### src/rtl/nco_pkg.sv
// nco_bank shared definitions.
// Opcodes and FSM state encoding.
package nco_pkg;

  localparam logic [2:0] OP_WR_FTW    = 3'd0;
  localparam logic [2:0] OP_WR_DFTW   = 3'd1;
  localparam logic [2:0] OP_Z_CORR    = 3'd2;
  localparam logic [2:0] OP_PHASE_SET = 3'd3;

  typedef enum logic {
    ST_IDLE = 1'b0,
    ST_SYNC = 1'b1
  } state_t;

endpackage

### src/rtl/nco_bank_if.sv
// nco_bank command port.
// Sequencer drives master, bank is slave.
interface nco_bank_if #(
  parameter int N        = 22,
  parameter int CH_WIDTH = 2
);

  logic                cmd_valid;
  logic                cmd_ready;
  logic [2:0]          cmd_op;
  logic [CH_WIDTH-1:0] cmd_ch;
  logic [N-1:0]        cmd_data;

  modport master (
    output cmd_valid,
    output cmd_op,
    output cmd_ch,
    output cmd_data,
    input  cmd_ready
  );

  modport slave (
    input  cmd_valid,
    input  cmd_op,
    input  cmd_ch,
    input  cmd_data,
    output cmd_ready
  );

endinterface

### src/rtl/nco_channel.sv
// One NCO channel: phase accumulator,
// FTW ramp, virtual-Z and phase load.
module nco_channel #(
  parameter int N  = 22,
  parameter int ZW = 12,
  parameter int DW = 12,
  parameter int OW = 10
) (
  input  logic          clk,
  input  logic          rst,
  input  logic          load_sync,
  input  logic          run,
  input  logic          wr_ftw,
  input  logic          wr_dftw,
  input  logic          z_corr,
  input  logic          ph_set,
  input  logic [N-1:0]  data,
  output logic [OW-1:0] phase_msb
);

  logic [N-1:0]         ftw_base;
  logic [N-1:0]         ftw_cur;
  logic [N-1:0]         phase;
  logic signed [DW-1:0] dftw;
  logic signed [ZW-1:0] z;
  logic [N-1:0]         z_add;
  logic [N-1:0]         adv;
  logic [N-1:0]         step_ext;

  assign z        = data[ZW-1:0];
  // z is a fraction of a turn aligned to the phase MSBs
  assign z_add    = z_corr ? (N'(z) << (N - ZW)) : '0;
  assign adv      = run ? ftw_cur : '0;
  assign step_ext = N'(dftw);

  always_ff @(posedge clk or negedge rst) begin
    if (!rst) begin
      ftw_base <= '0;
      ftw_cur  <= '0;
      dftw     <= '0;
      phase    <= '0;
    end else if (load_sync) begin
      phase   <= '0;
      ftw_cur <= ftw_base;
    end else begin
      if (ph_set)
        phase <= data;
      else
        phase <= phase + adv + z_add;
      if (wr_ftw) begin
        ftw_base <= data;
        ftw_cur  <= data;
      end else if (run) begin
        ftw_cur <= ftw_cur + step_ext;
      end
      if (wr_dftw)
        dftw <= data[DW-1:0];
    end
  end

  assign phase_msb = phase[N-1 -: OW];

endmodule

### src/rtl/nco_bank.sv
// Multi-channel NCO bank: sync FSM,
// command decode and output packing.
module nco_bank
  import nco_pkg::*;
#(
  parameter int N            = 22,
  parameter int NUM_CH       = 4,
  parameter int Z_CORR_WIDTH = 12,
  parameter int DFTW_WIDTH   = 12,
  parameter int OUTPUT_WIDTH = 10,
  localparam int CH_WIDTH    = $clog2(NUM_CH)
) (
  input  logic                           clk,
  input  logic                           rst,
  nco_bank_if.slave                      cmd,
  input  logic [NUM_CH-1:0]              run,
  input  logic                           sync,
  output logic [NUM_CH*OUTPUT_WIDTH-1:0] phase_out,
  output logic [NUM_CH-1:0]              phase_valid
);

  state_t state;
  logic   accept;
  logic   op_ftw;
  logic   op_dftw;
  logic   op_z;
  logic   op_set;

  assign cmd.cmd_ready = (state == ST_IDLE) && !sync;
  assign accept        = cmd.cmd_valid && cmd.cmd_ready;

  always_ff @(posedge clk or negedge rst) begin
    if (!rst) begin
      state       <= ST_IDLE;
      phase_valid <= '0;
    end else begin
      unique case (state)
        ST_IDLE: state <= sync ? ST_SYNC : ST_IDLE;
        ST_SYNC: state <= sync ? ST_SYNC : ST_IDLE;
      endcase
      phase_valid <= run &
        {NUM_CH{(state == ST_IDLE) && !sync}};
    end
  end

  always_comb begin
    op_ftw  = 1'b0;
    op_dftw = 1'b0;
    op_z    = 1'b0;
    op_set  = 1'b0;
    if (accept) begin
      unique case (1'b1)
        cmd.cmd_op == OP_WR_FTW:    op_ftw  = 1'b1;
        cmd.cmd_op == OP_WR_DFTW:   op_dftw = 1'b1;
        cmd.cmd_op == OP_Z_CORR:    op_z    = 1'b1;
        cmd.cmd_op == OP_PHASE_SET: op_set  = 1'b1;
        default: ;
      endcase
    end
  end

  for (genvar i = 0; i < NUM_CH; i++) begin : g_ch
    logic hit;
    assign hit = (cmd.cmd_ch == CH_WIDTH'(i));

    nco_channel #(
      .N  (N),
      .ZW (Z_CORR_WIDTH),
      .DW (DFTW_WIDTH),
      .OW (OUTPUT_WIDTH)
    ) u_ch (
      .clk       (clk),
      .rst       (rst),
      .load_sync (sync),
      .run       (run[i]),
      .wr_ftw    (op_ftw && hit),
      .wr_dftw   (op_dftw && hit),
      .z_corr    (op_z && hit),
      .ph_set    (op_set && hit),
      .data      (cmd.cmd_data),
      .phase_msb (phase_out[i*OUTPUT_WIDTH +: OUTPUT_WIDTH])
    );
  end

endmodule

### src/flat_wrapper.sv
// flat-port wrapper written by rule: the top's interface ports become plain ports
module nco_bank_flat import nco_pkg::*;
#(
  parameter int N            = 22,
  parameter int NUM_CH       = 4,
  parameter int Z_CORR_WIDTH = 12,
  parameter int DFTW_WIDTH   = 12,
  parameter int OUTPUT_WIDTH = 10,
  localparam int CH_WIDTH    = $clog2(NUM_CH)
)
  (clk, rst, run, sync, phase_out, phase_valid, cmd_cmd_valid, cmd_cmd_op, cmd_cmd_ch, cmd_cmd_data, cmd_cmd_ready);
  nco_bank_if #(.N(N)) cmd_i ();
  input  logic clk;
  input  logic rst;
  input  logic [NUM_CH-1:0] run;
  input  logic sync;
  output logic [NUM_CH*OUTPUT_WIDTH-1:0] phase_out;
  output logic [NUM_CH-1:0] phase_valid;
  input wire logic [$bits(cmd_i.cmd_valid)-1:0] cmd_cmd_valid;
  input wire logic [$bits(cmd_i.cmd_op)-1:0] cmd_cmd_op;
  input wire logic [$bits(cmd_i.cmd_ch)-1:0] cmd_cmd_ch;
  input wire logic [$bits(cmd_i.cmd_data)-1:0] cmd_cmd_data;
  output wire logic [$bits(cmd_i.cmd_ready)-1:0] cmd_cmd_ready;
  assign cmd_i.cmd_valid = cmd_cmd_valid;
  assign cmd_i.cmd_op = cmd_cmd_op;
  assign cmd_i.cmd_ch = cmd_cmd_ch;
  assign cmd_i.cmd_data = cmd_cmd_data;
  assign cmd_cmd_ready = cmd_i.cmd_ready;
  nco_bank #(.N(N), .NUM_CH(NUM_CH), .Z_CORR_WIDTH(Z_CORR_WIDTH), .DFTW_WIDTH(DFTW_WIDTH), .OUTPUT_WIDTH(OUTPUT_WIDTH)) u_core (.clk(clk), .rst(rst), .cmd(cmd_i), .run(run), .sync(sync), .phase_out(phase_out), .phase_valid(phase_valid));
endmodule
### config.mk
export PLATFORM = sky130hd
export DESIGN_NAME = nco_bank_flat
export DESIGN_NICKNAME = d
export VERILOG_FILES = /design/src/rtl/nco_pkg.sv /design/src/rtl/nco_bank_if.sv /design/src/rtl/nco_channel.sv /design/src/rtl/nco_bank.sv /design/src/flat_wrapper.sv
export SDC_FILE = /design/constraint.sdc
export NUM_CORES = 1
export LEC_CHECK = 0
export BUFFER_PORTS_ARGS = -buffer_cell sky130_fd_sc_hd__buf_2
export CAP_MARGIN = 0
export CORE_AREA = 5 5 260 160
export DETAILED_ROUTE_END_ITERATION = 16
export DIE_AREA = 0 0 265 165
export HOLD_SLACK_MARGIN = 0.12
export PLACE_DENSITY = 0.85
export SLEW_MARGIN = 20
export SYNTH_ARGS = -nofsm -noshare
export SYNTH_HDL_FRONTEND = slang
export SYNTH_SLANG_ARGS = --single-unit
### constraint.sdc
create_clock -name clk -period 6.1 [get_ports clk]
set_clock_uncertainty 0.2 [all_clocks]
set_input_delay 1.22 -clock clk [delete_from_list [all_inputs] [get_ports clk]]
set_output_delay 1.22 -clock clk [all_outputs]
set_load 0.01 [all_outputs]
; ---- Yosys cells after proc, flatten, opt, wreduce, memory -nomap -nowiden
; Cells that the tools add are included.
[op_classes]
add_sub_neg = 12
n_mul = 0
n_div = 0
magnitude_cmp = 0
n_eq_ne = 6
n_shift = 0
n_mux = 37
bitwise = 3
reduce_logical = 33
[op_table]
columns = operator, count
row1 = 2-to-1 mux 22 bit, 28
row2 = adder 22 bit, 12
row3 = logical AND 1 bit, 18
row4 = AND reduction 2 bit, 8
row5 = nonzero test 3 bit, 4
row6 = 2-to-1 mux 1 bit, 9
row7 = "== test 3 x 2 -> 1 bit, second input constant", 2
row8 = bitwise AND 4 bit, 1
row9 = "== test 2 bit, second input constant", 2
row10 = "== test 3 x 1 -> 1 bit, second input constant", 1
row11 = zero test 3 bit, 1
row12 = "== test 2 x 1 -> 1 bit, second input constant", 1
row13 = zero test 2 bit, 1
row14 = NOT 1 bit, 2
row15 = zero test 1 bit, 1
[totals]
register_bits = 317
latch_bits = 0
ram_bits = 0
rom_bits = 0
in_bits = 35
elab_cells = 109
mem_count = 0

; ---- Logic depth before layout (Yosys ltp)
; Gate-level depths: netlist of the first run.
[depth]
depth_word = 9
mapped_depth = 18
depth_no_buf = 17

; ---- Modules after synthesis
; A second synthesis of the first run with hierarchy kept.
[unflattened]
cells_unflattened = 2648
area_unflattened_um2 = 24433.4
[modules_own_cells]
columns = mod, instances, cells_each, area_per_inst_um2, seq_area_each_um2
row1 = nco_channel (u_core.g_ch[2].u_ch ...), 2, 656, 6063.3, 1951.9
row2 = nco_channel (u_core.g_ch[0].u_ch), 1, 644, 6002.0, 1951.9
row3 = nco_channel (u_core.g_ch[1].u_ch), 1, 656, 5997.0, 1951.9
row4 = nco_bank, 1, 36, 307.8, 125.1

; ---- Least setup slack after synthesis of the first run
; OpenSTA, ideal clock, no wires.
[synth_path]
path_kind = input -> register
startpoint = input cmd_cmd_op[2]
endpoint = register u_core.g_ch[0].u_ch.phase[18]
setup_time_ns = 0.121
t_arrival_ns = 4.906
required_ns = 5.779
slack_ns = 0.873
stages = 17
path_buffers = 1
cell_sequence = nor4b_2 -> nor2b_1 -> nand2_1 -> nor3_1 -> clkbuf_1 -> nand2_1 -> fa_1 -> inv_1 -> ha_1 -> a21o_1 -> a21o_1 -> a21o_1 -> a221o_1 -> o41a_1 -> a31oi_1 -> xnor2_1 -> a22o_1
[synth_via]
elab_chain_len = 8
elab_cells_between_ends = 12
cone_classes = add/sub: 1 / eq/ne: 2 / mux: 7 / reduce/logical: 2
[synth_lines]
columns = element, line
row1 = start: declaration, flat_wrapper.sv:20  ; input wire logic [$bits(cmd_i.cmd_op)-1:0] cmd_cmd_op;
row2 = == test 3 x 2 -> 1 bit, nco_bank.sv:55  ; cmd.cmd_op == OP_Z_CORR: op_z = 1'b1;
row3 = 2-to-1 mux 1 bit, nco_bank.sv:52  ; unique case (1'b1)
row4 = 2-to-1 mux 1 bit, nco_bank.sv:51  ; if (accept) begin
row5 = logical AND 1 bit, nco_bank.sv:78  ; .z_corr (op_z && hit),
row6 = 2-to-1 mux 22 bit, nco_channel.sv:32  ; assign z_add = z_corr ? (N'(z) << (N - ZW)) : '0;
row7 = adder 22 bit, nco_channel.sv:49  ; phase <= phase + adv + z_add;
row8 = 2-to-1 mux 22 bit (*), nco_channel.sv:46  ; if (ph_set)
row9 = 2-to-1 mux 22 bit (*), nco_channel.sv:42  ; end else if (load_sync) begin
row10 = end signal: assignment, nco_channel.sv:47  ; phase <= data;
row11 = end signal: assignment, nco_channel.sv:49
row12 = end: declaration, nco_channel.sv:23  ; logic [N-1:0] phase;
; Mark *: on every way between the ends. The rest lies on a longest branch, timed or not.
; A chain may end at the register's enable or synchronous reset.

; ---- Worst setup path after layout of the first run
[layout_path]
startpoint = input cmd_cmd_op[2]
endpoint = register u_core.g_ch[2].u_ch.phase[21]
[layout_via]
elab_chain_len = 8
elab_cells_between_ends = 12
cone_classes = add/sub: 1 / eq/ne: 2 / mux: 7 / reduce/logical: 2
[layout_lines]
columns = element, line
row1 = == test 3 x 2 -> 1 bit, nco_bank.sv:55
row2 = 2-to-1 mux 1 bit, nco_bank.sv:52
row3 = 2-to-1 mux 1 bit, nco_bank.sv:51
row4 = logical AND 1 bit, nco_bank.sv:78
row5 = 2-to-1 mux 22 bit, nco_channel.sv:32
row6 = adder 22 bit, nco_channel.sv:49
row7 = 2-to-1 mux 22 bit (*), nco_channel.sv:46
row8 = 2-to-1 mux 22 bit (*), nco_channel.sv:42
row9 = end signal: assignment, nco_channel.sv:47
row10 = end signal: assignment, nco_channel.sv:49
row11 = end: declaration, nco_channel.sv:23
; Marked as above.

==> results of run 1 <==
## cell families (layout without fill, tap and decap cells)
| kind of cell | count (synthesis) | after routing | synth area share (%) |
|---|---|---|---|
| multiplexers | 125 | 125 | 5.94 |
| adder cells (fa/ha/maj) | 256 | 256 | 15.3 |
| XOR/XNOR | 128 | 128 | 4.78 |
| AO/OA/AOI/OAI | 669 | 669 | 18.7 |
| other | 0 | 2 | 0 |
| AND/OR/NAND/NOR | 833 | 833 | 16.8 |
| buffers and inverters | 244 | 245 | 4.62 |
| flip-flops | 317 | 317 | 33.8 |
## synthesized netlist by cell type, types with 4 or more instances
| master | n |
|---|---|
| sky130_fd_sc_hd__nand3b_1 | 8 |
| sky130_fd_sc_hd__a21oi_1 | 186 |
| sky130_fd_sc_hd__buf_2 | 13 |
| sky130_fd_sc_hd__a31oi_1 | 47 |
| sky130_fd_sc_hd__nor2b_1 | 23 |
| sky130_fd_sc_hd__and3_1 | 17 |
| sky130_fd_sc_hd__and2_1 | 116 |
| sky130_fd_sc_hd__o21ai_1 | 9 |
| sky130_fd_sc_hd__buf_4 | 40 |
| sky130_fd_sc_hd__o22a_1 | 5 |
| sky130_fd_sc_hd__nor3_1 | 44 |
| sky130_fd_sc_hd__nand4_1 | 10 |
| sky130_fd_sc_hd__a41oi_1 | 9 |
| sky130_fd_sc_hd__xnor2_1 | 74 |
| sky130_fd_sc_hd__a211oi_1 | 26 |
| sky130_fd_sc_hd__nand3_1 | 35 |
| sky130_fd_sc_hd__a221oi_1 | 40 |
| sky130_fd_sc_hd__o21ai_0 | 102 |
| sky130_fd_sc_hd__fa_1 | 52 |
| sky130_fd_sc_hd__or3_1 | 16 |
| sky130_fd_sc_hd__xor2_1 | 54 |
| sky130_fd_sc_hd__o31ai_1 | 11 |
| sky130_fd_sc_hd__o21bai_1 | 8 |
| sky130_fd_sc_hd__mux2_2 | 113 |
| sky130_fd_sc_hd__a22o_1 | 25 |
| sky130_fd_sc_hd__o211ai_1 | 14 |
| sky130_fd_sc_hd__dfrtp_1 | 317 |
| sky130_fd_sc_hd__nand2b_1 | 21 |
| sky130_fd_sc_hd__or2_2 | 4 |
| sky130_fd_sc_hd__buf_1 | 6 |
| sky130_fd_sc_hd__inv_1 | 67 |
| sky130_fd_sc_hd__clkbuf_1 | 116 |
| sky130_fd_sc_hd__o21a_1 | 21 |
| sky130_fd_sc_hd__nor2_1 | 192 |
| sky130_fd_sc_hd__nor3b_1 | 10 |
| sky130_fd_sc_hd__nand2_1 | 313 |
| sky130_fd_sc_hd__mux2i_1 | 12 |
| sky130_fd_sc_hd__and4_1 | 7 |
| sky130_fd_sc_hd__a22oi_1 | 24 |
| sky130_fd_sc_hd__ha_1 | 204 |
| sky130_fd_sc_hd__a21o_1 | 98 |
## worst max path at each step
stage,cells past startpoint,slack (ns),startpoint,to
finish,17,0.77,cmd_cmd_op[2],u_core.g_ch[2].u_ch.phase[21]$_DFF_PN0_
global route,17,0.51,cmd_cmd_op[2],u_core.g_ch[2].u_ch.phase[21]$_DFF_PN0_
CTS,17,0.86,cmd_cmd_op[2],u_core.g_ch[2].u_ch.phase[21]$_DFF_PN0_
detailed placement,17,0.31,cmd_cmd_op[2],u_core.g_ch[2].u_ch.phase[21]$_DFF_PN0_
global placement,17,0.53,cmd_cmd_op[2],u_core.g_ch[0].u_ch.phase[18]$_DFF_PN0_
floorplan,17,0.87,cmd_cmd_op[2],u_core.g_ch[0].u_ch.phase[18]$_DFF_PN0_
## flip-flops by register name, indices dropped and copies added, names as in the netlist
register                   flops
u_core.g_ch.u_ch.dftw         48
u_core.state                   1
u_core.g_ch.u_ch.ftw_cur      88
u_core.phase_valid             4
u_core.g_ch.u_ch.phase        88
u_core.g_ch.u_ch.ftw_base     88
## power breakdown
group / leakage (nW) / switching (W) / internal (W)
Combinational: 8.09 / 0.000989 / 0.000700
Sequential: 4.23 / 0.000196 / 0.00234
Clock: 0.546 / 0.000917 / 0.00121
Total: 12.9 / 0.00210 / 0.00425
## layer usage
layer,routed length [µm],vias to the layer above
li1,-,9078
met2,30800,965
met5,13,-
met1,29500,9958
met3,6460,199
met4,2510,2
## per-stage QoR
| step | instance area [µm²] | utilization (%) | hold WS [ns] | total power [W] | setup WS [ns] |
|---|---|---|---|---|---|
| 2_1_floorplan | 23400 | - | 0.247 | 0.00376 | 0.873 |
| 3_3_place_gp | 24000 | 61.9 | 0.259 | 0.00411 | 0.534 |
| 3_5_place_dp | 24000 | 61.9 | 0.264 | 0.00421 | 0.306 |
| 4_1_cts | 25100 | 64.7 | 0.278 | 0.00633 | 0.860 |
| 5_1_grt | 25100 | 64.7 | 0.305 | 0.00666 | 0.510 |
| 6_report | 25100 | 64.7 | 0.281 | 0.00635 | 0.768 |
## layout make-up
cell class              instances  area share (%)
diodes                          2          0.0199
clock buffers                  49            3.90
clock inverters                12           0.483
inverters                      69            1.03
multi-input cells            2011            57.6
flip-flops and latches        317            31.6
well taps                     522            2.60
repair buffers                115            2.81
## worst max-delay path, cell delays in order
cell,delay (ns)
sky130_fd_sc_hd__buf_2,0.10
sky130_fd_sc_hd__nor4b_2,0.39
sky130_fd_sc_hd__nor2b_1,0.26
sky130_fd_sc_hd__nand2_1,0.20
sky130_fd_sc_hd__nor2_1,0.69
sky130_fd_sc_hd__and2_1,0.25
sky130_fd_sc_hd__fa_1,0.41
sky130_fd_sc_hd__ha_1,0.39
sky130_fd_sc_hd__a21o_1,0.23
sky130_fd_sc_hd__a21o_1,0.18
sky130_fd_sc_hd__a21o_1,0.18
sky130_fd_sc_hd__a21oi_1,0.18
sky130_fd_sc_hd__o21ai_0,0.12
sky130_fd_sc_hd__a41o_1,0.25
sky130_fd_sc_hd__a41oi_1,0.27
sky130_fd_sc_hd__nand3_1,0.10
sky130_fd_sc_hd__o311ai_0,0.13
==> flow_summary.html, run 1 <==
<table>
<tr><th>Metric</th><th>Value</th></tr>
<tr><th colspan="2">Outcome</th></tr>
<tr><td>Status</td><td>finished clean</td></tr>
<tr><th colspan="2">Global route</th></tr>
<tr><td>Pin count of the biggest net entering global routing</td><td>126</td></tr>
<tr><td>Met3 track utilization from global routing</td><td>6.58%</td></tr>
<tr><td>Global-route wire length before repair</td><td>109 mm</td></tr>
<tr><td>Number of global-route vias before repair</td><td>19600</td></tr>
<tr><td>Remaining Overflow, GRT</td><td>0</td></tr>
<tr><td>Initial antenna violation count</td><td>4</td></tr>
<tr><td>Met2 usage</td><td>48.7%</td></tr>
<tr><td>Most heavily used metal layer in global routing</td><td>met2</td></tr>
<tr><td>GR Util All Layers</td><td>31.2%</td></tr>
<tr><td>Met1 routing resource usage after global routing</td><td>a little over two fifths</td></tr>
<tr><th colspan="2">CTS</th></tr>
<tr><td>CTS resizes</td><td>0</td></tr>
<tr><td>Worst-skew pair later-pin latency</td><td>0.54 ns</td></tr>
<tr><td>Register clock-pin slew on the reported worst setup and hold paths</td><td>0.07 ns</td></tr>
<tr><td>Root Buffer Master</td><td>sky130_fd_sc_hd__clkbuf_16</td></tr>
<tr><td>CTS H-tree depth</td><td>2</td></tr>
<tr><td>Clock Tree Buf Depth</td><td>3</td></tr>
<tr><td>Buffer count from post-CTS setup fixing</td><td>0</td></tr>
<tr><td>CTS Hold Bufs</td><td>0</td></tr>
<tr><td>Count of clock tree sinks</td><td>317</td></tr>
<tr><td>Number of buffers created by CTS</td><td>34</td></tr>
<tr><td>TritonCTS clock tree</td><td>yes</td></tr>
<tr><th colspan="2">Setup path</th></tr>
<tr><td>Startpoint of the worst register-to-register path</td><td>u_core.state$_DFF_PN0_</td></tr>
<tr><td>Class of the most critical setup path</td><td>in -&gt; reg</td></tr>
<tr><td>Endpoint required time on the critical path</td><td>6.31 ns</td></tr>
<tr><td>Crit-path max FO</td><td>12</td></tr>
<tr><td>CP arrival</td><td>5.55 ns</td></tr>
<tr><td>Worst reg-to-reg setup slack</td><td>~1.2 ns</td></tr>
<tr><td>Number of cells on the worst reg-to-reg path</td><td>16</td></tr>
<tr><td>Category of the worst setup path capture point</td><td>flip-flop</td></tr>
<tr><td>Reg-to-reg endpoint</td><td>u_core.g_ch[2].u_ch.phase[21]$_DFF_PN0_</td></tr>
<tr><td>Critical path startpoint category</td><td>input port</td></tr>
<tr><th colspan="2">Layout</th></tr>
<tr><td>Layout area overhead</td><td>7.12%</td></tr>
<tr><td>Area taken by multi-input logic gates</td><td>14500 µm²</td></tr>
<tr><td>Fill cell instance count of the final layout</td><td>around 3100</td></tr>
<tr><td>Most frequent cells in the layout</td><td>sky130_fd_sc_hd__dfrtp_1 (317), sky130_fd_sc_hd__nand2_1 (313), sky130_fd_sc_hd__ha_1 (204)</td></tr>
<tr><td>Area taken by flip-flops and latches</td><td>7930 µm²</td></tr>
<tr><td>Number of nets in the layout</td><td>2839</td></tr>
<tr><td>Most frequent standard cell in the layout excluding fill and tap cells</td><td>sky130_fd_sc_hd__dfrtp_1</td></tr>
<tr><td>Non-filler instance count after layout</td><td>3097</td></tr>
<tr><td>Layout cell share with drive strength beyond 1</td><td>11.6%</td></tr>
<tr><th colspan="2">Detailed routing</th></tr>
<tr><td>DRC violations left</td><td>0</td></tr>
<tr><td>Sum of routed wire length over all layers</td><td>between 60 and 70 mm</td></tr>
<tr><td>Vias per std cell</td><td>roughly 6.5</td></tr>
<tr><td>Length of the first detailed-routing pass in iterations</td><td>6</td></tr>
<tr><td>Routed Antenna Nets</td><td>0</td></tr>
<tr><td>Count of vias placed by the detailed router</td><td>20200</td></tr>
<tr><td>Mean routed wirelength per cell</td><td>22.4 µm</td></tr>
<tr><td>Violation count after the first detailed-route iteration</td><td>2315</td></tr>
<tr><th colspan="2">Synth</th></tr>
<tr><td>Most common flop cell mapped by yosys</td><td>sky130_fd_sc_hd__dfrtp_1</td></tr>
<tr><td>Main area contributors after synthesis</td><td>sky130_fd_sc_hd__dfrtp_1 (34%), sky130_fd_sc_hd__ha_1 (11%), sky130_fd_sc_hd__mux2_2 (5.4%), sky130_fd_sc_hd__nand2_1 (5.0%), sky130_fd_sc_hd__fa_1 (4.4%)</td></tr>
<tr><td>Synthesized area</td><td>23400 µm²</td></tr>
<tr><td>Synth top area share</td><td>33.8%</td></tr>
<tr><td>Flops &amp; latches, synth</td><td>between 300 and 400</td></tr>
<tr><td>Biggest area consumer among synthesized cells</td><td>sky130_fd_sc_hd__dfrtp_1</td></tr>
<tr><td>Gate count after technology mapping</td><td>between 2000 and 3000</td></tr>
<tr><td>Number of distinct library cells after synthesis</td><td>79</td></tr>
<tr><td>Synth warn</td><td>0</td></tr>
<tr><td>Proportion of register bits with asynchronous set or reset after synthesis</td><td>100%</td></tr>
<tr><td>Sequential cell area fraction in the yosys report</td><td>33.8%</td></tr>
<tr><td>Number of nets in the synthesized netlist</td><td>2863</td></tr>
<tr><td>Mean Syn Cell Area</td><td>9.12 µm²</td></tr>
<tr><td>Count of flip-flops with a built-in enable after synthesis</td><td>0</td></tr>
<tr><th colspan="2">Pwr</th></tr>
<tr><td>Max rail drop VDD</td><td>roughly 0.28 mV</td></tr>
<tr><td>Cell area power density</td><td>253 nW/µm²</td></tr>
<tr><td>Leakage power summed over all cells</td><td>~13 nW</td></tr>
<tr><th colspan="2">Hold path</th></tr>
<tr><td>Beginning of the worst hold path</td><td>u_core.g_ch[3].u_ch.ftw_base[5]$_DFFE_PN0P_</td></tr>
<tr><td>Type of the worst min-delay path</td><td>reg -&gt; reg</td></tr>
<tr><td>Hold Crit Depth</td><td>2</td></tr>
<tr><td>Hold Crit Endpoint</td><td>u_core.g_ch[3].u_ch.ftw_base[5]$_DFFE_PN0P_</td></tr>
<tr><th colspan="2">Placement</th></tr>
<tr><td>Number of port buffers</td><td>between 70 and 80</td></tr>
<tr><td>Detailed Place HPWL</td><td>46.8 mm</td></tr>
<tr><td>Cell total after placement</td><td>3034</td></tr>
<tr><td>Final weighted congestion in routability-driven placement</td><td>0.986</td></tr>
<tr><th colspan="2">Floorplan</th></tr>
<tr><td>Die W</td><td>~270 µm</td></tr>
<tr><td>Number of I/O pins</td><td>80</td></tr>
<tr><td>Core Box Area</td><td>38800 µm²</td></tr>
<tr><td>Vertical die dimension</td><td>165 µm</td></tr>
<tr><td>Die Outline Area</td><td>approximately 44000 µm²</td></tr>
<tr><td>Number of core rows</td><td>56</td></tr>
<tr><td>Initial Util</td><td>60.4%</td></tr>
<tr><th colspan="2">Timing</th></tr>
<tr><td>Actual transition at the worst max-transition pin</td><td>1.14 ns</td></tr>
<tr><td>Final Hold Fails</td><td>0</td></tr>
<tr><td>Post-layout min period</td><td>5.33 ns</td></tr>
<tr><td>Achievable clock frequency</td><td>188 MHz</td></tr>
<tr><td>Finish-stage setup viols</td><td>0</td></tr>
<tr><td>Max-slew violation count</td><td>0</td></tr>
<tr><td>Remaining max-slew budget at the tightest pin</td><td>a little under a quarter</td></tr>
<tr><td>Final TNS setup</td><td>0 ns</td></tr>
<tr><td>Setup repair after global routing missed its margin</td><td>false</td></tr>
<tr><td>Period utilisation layout</td><td>87.4%</td></tr>
<tr><th colspan="2">Job</th></tr>
<tr><td>Maxcap violations</td><td>0</td></tr>
</table>
(Power assumes the default switching activity.)
==> run 2: changes to the inputs <==
--- a/config.mk
+++ b/config.mk
@@ -5,11 +5,11 @@
 export SDC_FILE = /design/constraint.sdc
 export NUM_CORES = 1
 export LEC_CHECK = 0
-export BUFFER_PORTS_ARGS = -buffer_cell sky130_fd_sc_hd__buf_2
+export BUFFER_PORTS_ARGS = -buffer_cell sky130_fd_sc_hd__clkbuf_2
 export CAP_MARGIN = 0
-export CORE_AREA = 5 5 260 160
+export CORE_AREA = 5 5 203 205
 export DETAILED_ROUTE_END_ITERATION = 16
-export DIE_AREA = 0 0 265 165
+export DIE_AREA = 0 0 208 210
 export HOLD_SLACK_MARGIN = 0.12
 export PLACE_DENSITY = 0.85
 export SLEW_MARGIN = 20
==> run 2 against run 1 <==
  * Final area up 0.96%
  * Combinational power about the same
  * Wire length down 2.8%
  * Sequential share of layout area down 0.30 points
  * Highest routed layer unchanged
==> flow_summary.html, run 2 (synthesis results as in run 1) <==
<table>
<tr><th>Metric</th><th>Value</th></tr>
<tr><th colspan="2">Outcome</th></tr>
<tr><td>Status</td><td>finished clean (unchanged)</td></tr>
<tr><th colspan="2">Floorplan</th></tr>
<tr><td>Number of I/O pins</td><td>80 (unchanged)</td></tr>
<tr><td>Vertical die dimension</td><td>210 µm (was 165 µm)</td></tr>
<tr><td>Core Box Area</td><td>39300 µm² (was 38800 µm²)</td></tr>
<tr><td>Die Outline Area</td><td>43700 µm² (about the same)</td></tr>
<tr><td>Initial Util</td><td>59.7% (was 60.4%)</td></tr>
<tr><td>Die W</td><td>208 µm (was 265 µm)</td></tr>
<tr><td>Number of core rows</td><td>73 (was 56)</td></tr>
<tr><th colspan="2">Timing</th></tr>
<tr><td>Final TNS setup</td><td>0 ns (unchanged)</td></tr>
<tr><td>Post-layout min period</td><td>5.29 ns (was 5.33 ns)</td></tr>
<tr><td>Achievable clock frequency</td><td>189 MHz (was 188 MHz)</td></tr>
<tr><td>Finish-stage setup viols</td><td>0 (unchanged)</td></tr>
<tr><td>Setup repair after global routing missed its margin</td><td>false (unchanged)</td></tr>
<tr><td>Min setup slack post-route</td><td>0.813 ns (was 0.768 ns)</td></tr>
<tr><td>Max-slew violation count</td><td>0 (unchanged)</td></tr>
<tr><td>Actual transition at the worst max-transition pin</td><td>1.02 ns (was 1.14 ns)</td></tr>
<tr><td>Remaining max-slew budget at the tightest pin</td><td>31.6% (was 23.6%)</td></tr>
<tr><td>Final Hold Fails</td><td>0 (unchanged)</td></tr>
<tr><td>Post-route worst hold slack</td><td>0.280 ns (was 0.281 ns)</td></tr>
<tr><td>Period utilisation layout</td><td>86.7% (was 87.4%)</td></tr>
<tr><th colspan="2">Global route</th></tr>
<tr><td>Initial antenna violation count</td><td>6 (was 4)</td></tr>
<tr><td>Global-route wire length before repair</td><td>107 mm (was 109 mm)</td></tr>
<tr><td>Remaining Overflow, GRT</td><td>0 (unchanged)</td></tr>
<tr><td>GR Util All Layers</td><td>30.1% (was 31.2%)</td></tr>
<tr><td>Number of global-route vias before repair</td><td>20100 (was 19600)</td></tr>
<tr><td>Pin count of the biggest net entering global routing</td><td>131 (was 126)</td></tr>
<tr><th colspan="2">Placement</th></tr>
<tr><td>Post-placement worst setup slack</td><td>0.352 ns (was 0.306 ns)</td></tr>
<tr><td>Final weighted congestion in routability-driven placement</td><td>0.939 (was 0.986)</td></tr>
<tr><td>Number of port buffers</td><td>79 (unchanged)</td></tr>
<tr><td>Detailed Place HPWL</td><td>45.7 mm (was 46.8 mm)</td></tr>
<tr><th colspan="2">Layout</th></tr>
<tr><td>Most frequent standard cell in the layout excluding fill and tap cells</td><td>sky130_fd_sc_hd__dfrtp_1 (unchanged)</td></tr>
<tr><td>Layout cell share with drive strength beyond 1</td><td>11.9% (was 11.6%)</td></tr>
<tr><td>Layout area overhead</td><td>8.15% (was 7.12%)</td></tr>
<tr><td>Number of nets in the layout</td><td>2841 (was 2839)</td></tr>
<tr><td>Most frequent cells in the layout</td><td>sky130_fd_sc_hd__dfrtp_1 (317), sky130_fd_sc_hd__nand2_1 (313), sky130_fd_sc_hd__ha_1 (204) (unchanged)</td></tr>
<tr><td>Fill cell instance count of the final layout</td><td>3131 (was 3132)</td></tr>
<tr><td>Largest registers</td><td>u_core.g_ch.u_ch.ftw_base (88), u_core.g_ch.u_ch.ftw_cur (88), u_core.g_ch.u_ch.phase (88) (unchanged)</td></tr>
<tr><th colspan="2">Pwr</th></tr>
<tr><td>Clock share of power</td><td>36.9% (was 33.5%)</td></tr>
<tr><td>Max rail drop VDD</td><td>0.207 mV (was 0.279 mV)</td></tr>
<tr><td>Share of power burned in registers</td><td>38.0% (was 39.9%)</td></tr>
<tr><td>Leakage power summed over all cells</td><td>12.9 nW (about the same)</td></tr>
<tr><td>Pwr Total</td><td>0.00668 W (was 0.00635 W)</td></tr>
<tr><td>Power share of the combinational group</td><td>25.1% (was 26.6%)</td></tr>
<tr><td>Cell area power density</td><td>263 nW/µm² (was 253 nW/µm²)</td></tr>
<tr><td>Switching power</td><td>0.00212 W (was 0.00210 W)</td></tr>
<tr><td>Switching Share</td><td>31.8% (was 33.1%)</td></tr>
<tr><td>Internal Dissipation</td><td>0.00456 W (was 0.00425 W)</td></tr>
<tr><th colspan="2">CTS</th></tr>
<tr><td>Worst-skew pair later-pin latency</td><td>0.54 ns (about the same)</td></tr>
<tr><td>Root Buffer Master</td><td>sky130_fd_sc_hd__clkbuf_16 (unchanged)</td></tr>
<tr><td>Register clock-pin slew on the reported worst setup and hold paths</td><td>0.06 ns (was 0.07 ns)</td></tr>
<tr><td>TritonCTS clock tree</td><td>yes (unchanged)</td></tr>
<tr><td>Number of buffers created by CTS</td><td>38 (was 34)</td></tr>
<tr><td>CTS resizes</td><td>0 (unchanged)</td></tr>
<tr><td>Count of clock tree sinks</td><td>317 (unchanged)</td></tr>
<tr><td>CTS Hold Bufs</td><td>0 (unchanged)</td></tr>
<tr><td>Clock Tree Buf Depth</td><td>3 (unchanged)</td></tr>
<tr><td>CTS H-tree depth</td><td>2 (unchanged)</td></tr>
<tr><td>Buffer count from post-CTS setup fixing</td><td>0 (unchanged)</td></tr>
<tr><th colspan="2">Detailed routing</th></tr>
<tr><td>Post-Route M1 WL</td><td>27.1 mm (was 29.5 mm)</td></tr>
<tr><td>Sum of routed wire length over all layers</td><td>67.4 mm (was 69.3 mm)</td></tr>
<tr><td>Count of vias placed by the detailed router</td><td>20000 (was 20200)</td></tr>
<tr><td>Total met2 wirelength after detailed routing</td><td>30.5 mm (was 30.8 mm)</td></tr>
<tr><td>Top Metal Used</td><td>met5 (unchanged)</td></tr>
<tr><td>Violation count after the first detailed-route iteration</td><td>1717 (was 2315)</td></tr>
<tr><td>Vias per std cell</td><td>6.44 (was 6.52)</td></tr>
<tr><td>Mean routed wirelength per cell</td><td>21.7 µm (was 22.4 µm)</td></tr>
<tr><td>Length of the first detailed-routing pass in iterations</td><td>6 (unchanged)</td></tr>
<tr><td>Total length of routed met3 wires</td><td>6.25 mm (was 6.46 mm)</td></tr>
<tr><td>Routed Antenna Nets</td><td>0 (unchanged)</td></tr>
<tr><td>DRC violations left</td><td>0 (unchanged)</td></tr>
<tr><th colspan="2">Setup path</th></tr>
<tr><td>CP arrival</td><td>5.51 ns (was 5.55 ns)</td></tr>
<tr><td>Critical Path Slowest Stage Cell</td><td>sky130_fd_sc_hd__fa_1 (was sky130_fd_sc_hd__nor2_1)</td></tr>
<tr><td>Cell-by-cell listing of the critical path</td><td>clkbuf_2 -&gt; nor4b_2 -&gt; nor2b_1 -&gt; nand2_1 -&gt; nor3_1 -&gt; nand2_1 -&gt; fa_1 -&gt; inv_1 -&gt; ha_1 -&gt; a21o_1 -&gt; a21o_1 -&gt; a21o_1 -&gt; a221o_1 -&gt; o41a_1 -&gt; a31oi_1 -&gt; xnor2_1 -&gt; a22o_1 (was buf_2 -&gt; nor4b_2 -&gt; nor2b_1 -&gt; nand2_1 -&gt; nor2_1 -&gt; and2_1 -&gt; fa_1 -&gt; ha_1 -&gt; a21o_1 -&gt; a21o_1 -&gt; a21o_1 -&gt; a21oi_1 -&gt; o21ai_0 -&gt; a41o_1 -&gt; a41oi_1 -&gt; nand3_1 -&gt; o311ai_0)</td></tr>
<tr><td>Buffers &amp; Inverters on Critical Path</td><td>2 (was 1)</td></tr>
<tr><td>Endpoint required time on the critical path</td><td>6.32 ns (was 6.31 ns)</td></tr>
<tr><td>Worst reg-to-reg setup slack</td><td>1.21 ns (was 1.19 ns)</td></tr>
<tr><td>Longest individual stage delay on the worst path</td><td>0.50 ns (was 0.69 ns)</td></tr>
<tr><td>Critical path startpoint category</td><td>input port (unchanged)</td></tr>
<tr><td>Category of the worst setup path capture point</td><td>flip-flop (unchanged)</td></tr>
<tr><td>Cell family with the largest share of critical-path delay</td><td>compound AO/OA/AOI/OAI gates (was simple AND/OR/NAND/NOR gates)</td></tr>
<tr><td>Class of the most critical setup path</td><td>in -&gt; reg (unchanged)</td></tr>
<tr><td>Critical path's most frequent cell</td><td>sky130_fd_sc_hd__a21o_1 (unchanged)</td></tr>
<tr><td>Crit-path max FO</td><td>6 (was 12)</td></tr>
<tr><th colspan="2">Hold path</th></tr>
<tr><td>Type of the worst min-delay path</td><td>reg -&gt; reg (unchanged)</td></tr>
<tr><th colspan="2">Job</th></tr>
<tr><td>Maxcap violations</td><td>0 (unchanged)</td></tr>
</table>
==> run 2: changes by cell type in the layout (fill, tap and decap cells not counted), sizes merged <==
cell and change:
diode -1, bufinv +5, clkbuf +76, clkinvlp +5, buf -79, clkinv -1
==> run 2: layout make-up <==
type                       instances  area (µm²)  share of cell area, %
clock buffer                      48        1050                   4.14
antenna                            1        2.50                0.00987
tap                              525         657                   2.59
sequential                       317        7930                   31.3
inverter                          69         259                   1.02
clock inverter                    21         300                   1.18
multi-input combinational       2011       14500                   57.0
timing repair buffer             113         692                   2.73
==> run 2: through the flow <==
step,utilization (%),cells,cell area [µm²]
2_1_floorplan,-,2572,23400
3_3_place_gp,61.1,3035,24000
3_5_place_dp,61.1,3035,24000
4_1_cts,64.5,3104,25400
5_1_grt,64.6,3104,25400
6_report,64.6,3105,25400
==> run 2: final timing paths <==
check                                                             from                                     endpoint  cells after the start
max                                                      cmd_cmd_op[2]      u_core.g_ch[0].u_ch.phase[18]$_DFF_PN0_                     17
min                        u_core.g_ch[3].u_ch.ftw_base[4]$_DFFE_PN0P_  u_core.g_ch[3].u_ch.ftw_base[4]$_DFFE_PN0P_                      2
max reg2reg                                     u_core.state$_DFF_PN0_      u_core.g_ch[0].u_ch.phase[18]$_DFF_PN0_                     16
min reg2reg                u_core.g_ch[3].u_ch.ftw_base[4]$_DFFE_PN0P_  u_core.g_ch[3].u_ch.ftw_base[4]$_DFFE_PN0P_                      2
max in group asynchronous                                          rst  u_core.g_ch[2].u_ch.ftw_base[3]$_DFFE_PN0P_                      2
min in group asynchronous                                          rst  u_core.g_ch[1].u_ch.ftw_cur[16]$_DFFE_PN0P_                      1
==> run 2: routing by layer <==
layer,up-vias,GRT usage [%]
met4,6,13.6
met5,-,0
met2,969,48.7
li1,9071,-
met3,207,5.40
met1,9753,39.8
==> run 2: power by group through the flow <==
stage          clock network [W]  logic [W]  registers [W]
5_1_grt                  0.00256    0.00186        0.00256
3_3_place_gp                   0    0.00156        0.00256
6_report                 0.00246    0.00168        0.00254
3_5_place_dp                   0    0.00163        0.00257
4_1_cts                  0.00249    0.00166        0.00253
2_1_floorplan                  0    0.00126        0.00249
==> run 2: worst register-to-register path, delay by kind of cell (launching register included) <==
kind                       cells  cell delay (ns)
AOI/OAI and AO/OA              7             1.75
xor gates and xnor gates       1             0.09
adders and majority gates      2             0.85
buffers and inverters          1             0.04
DFF                            1             0.47
and+or+nand+nor                5             1.40
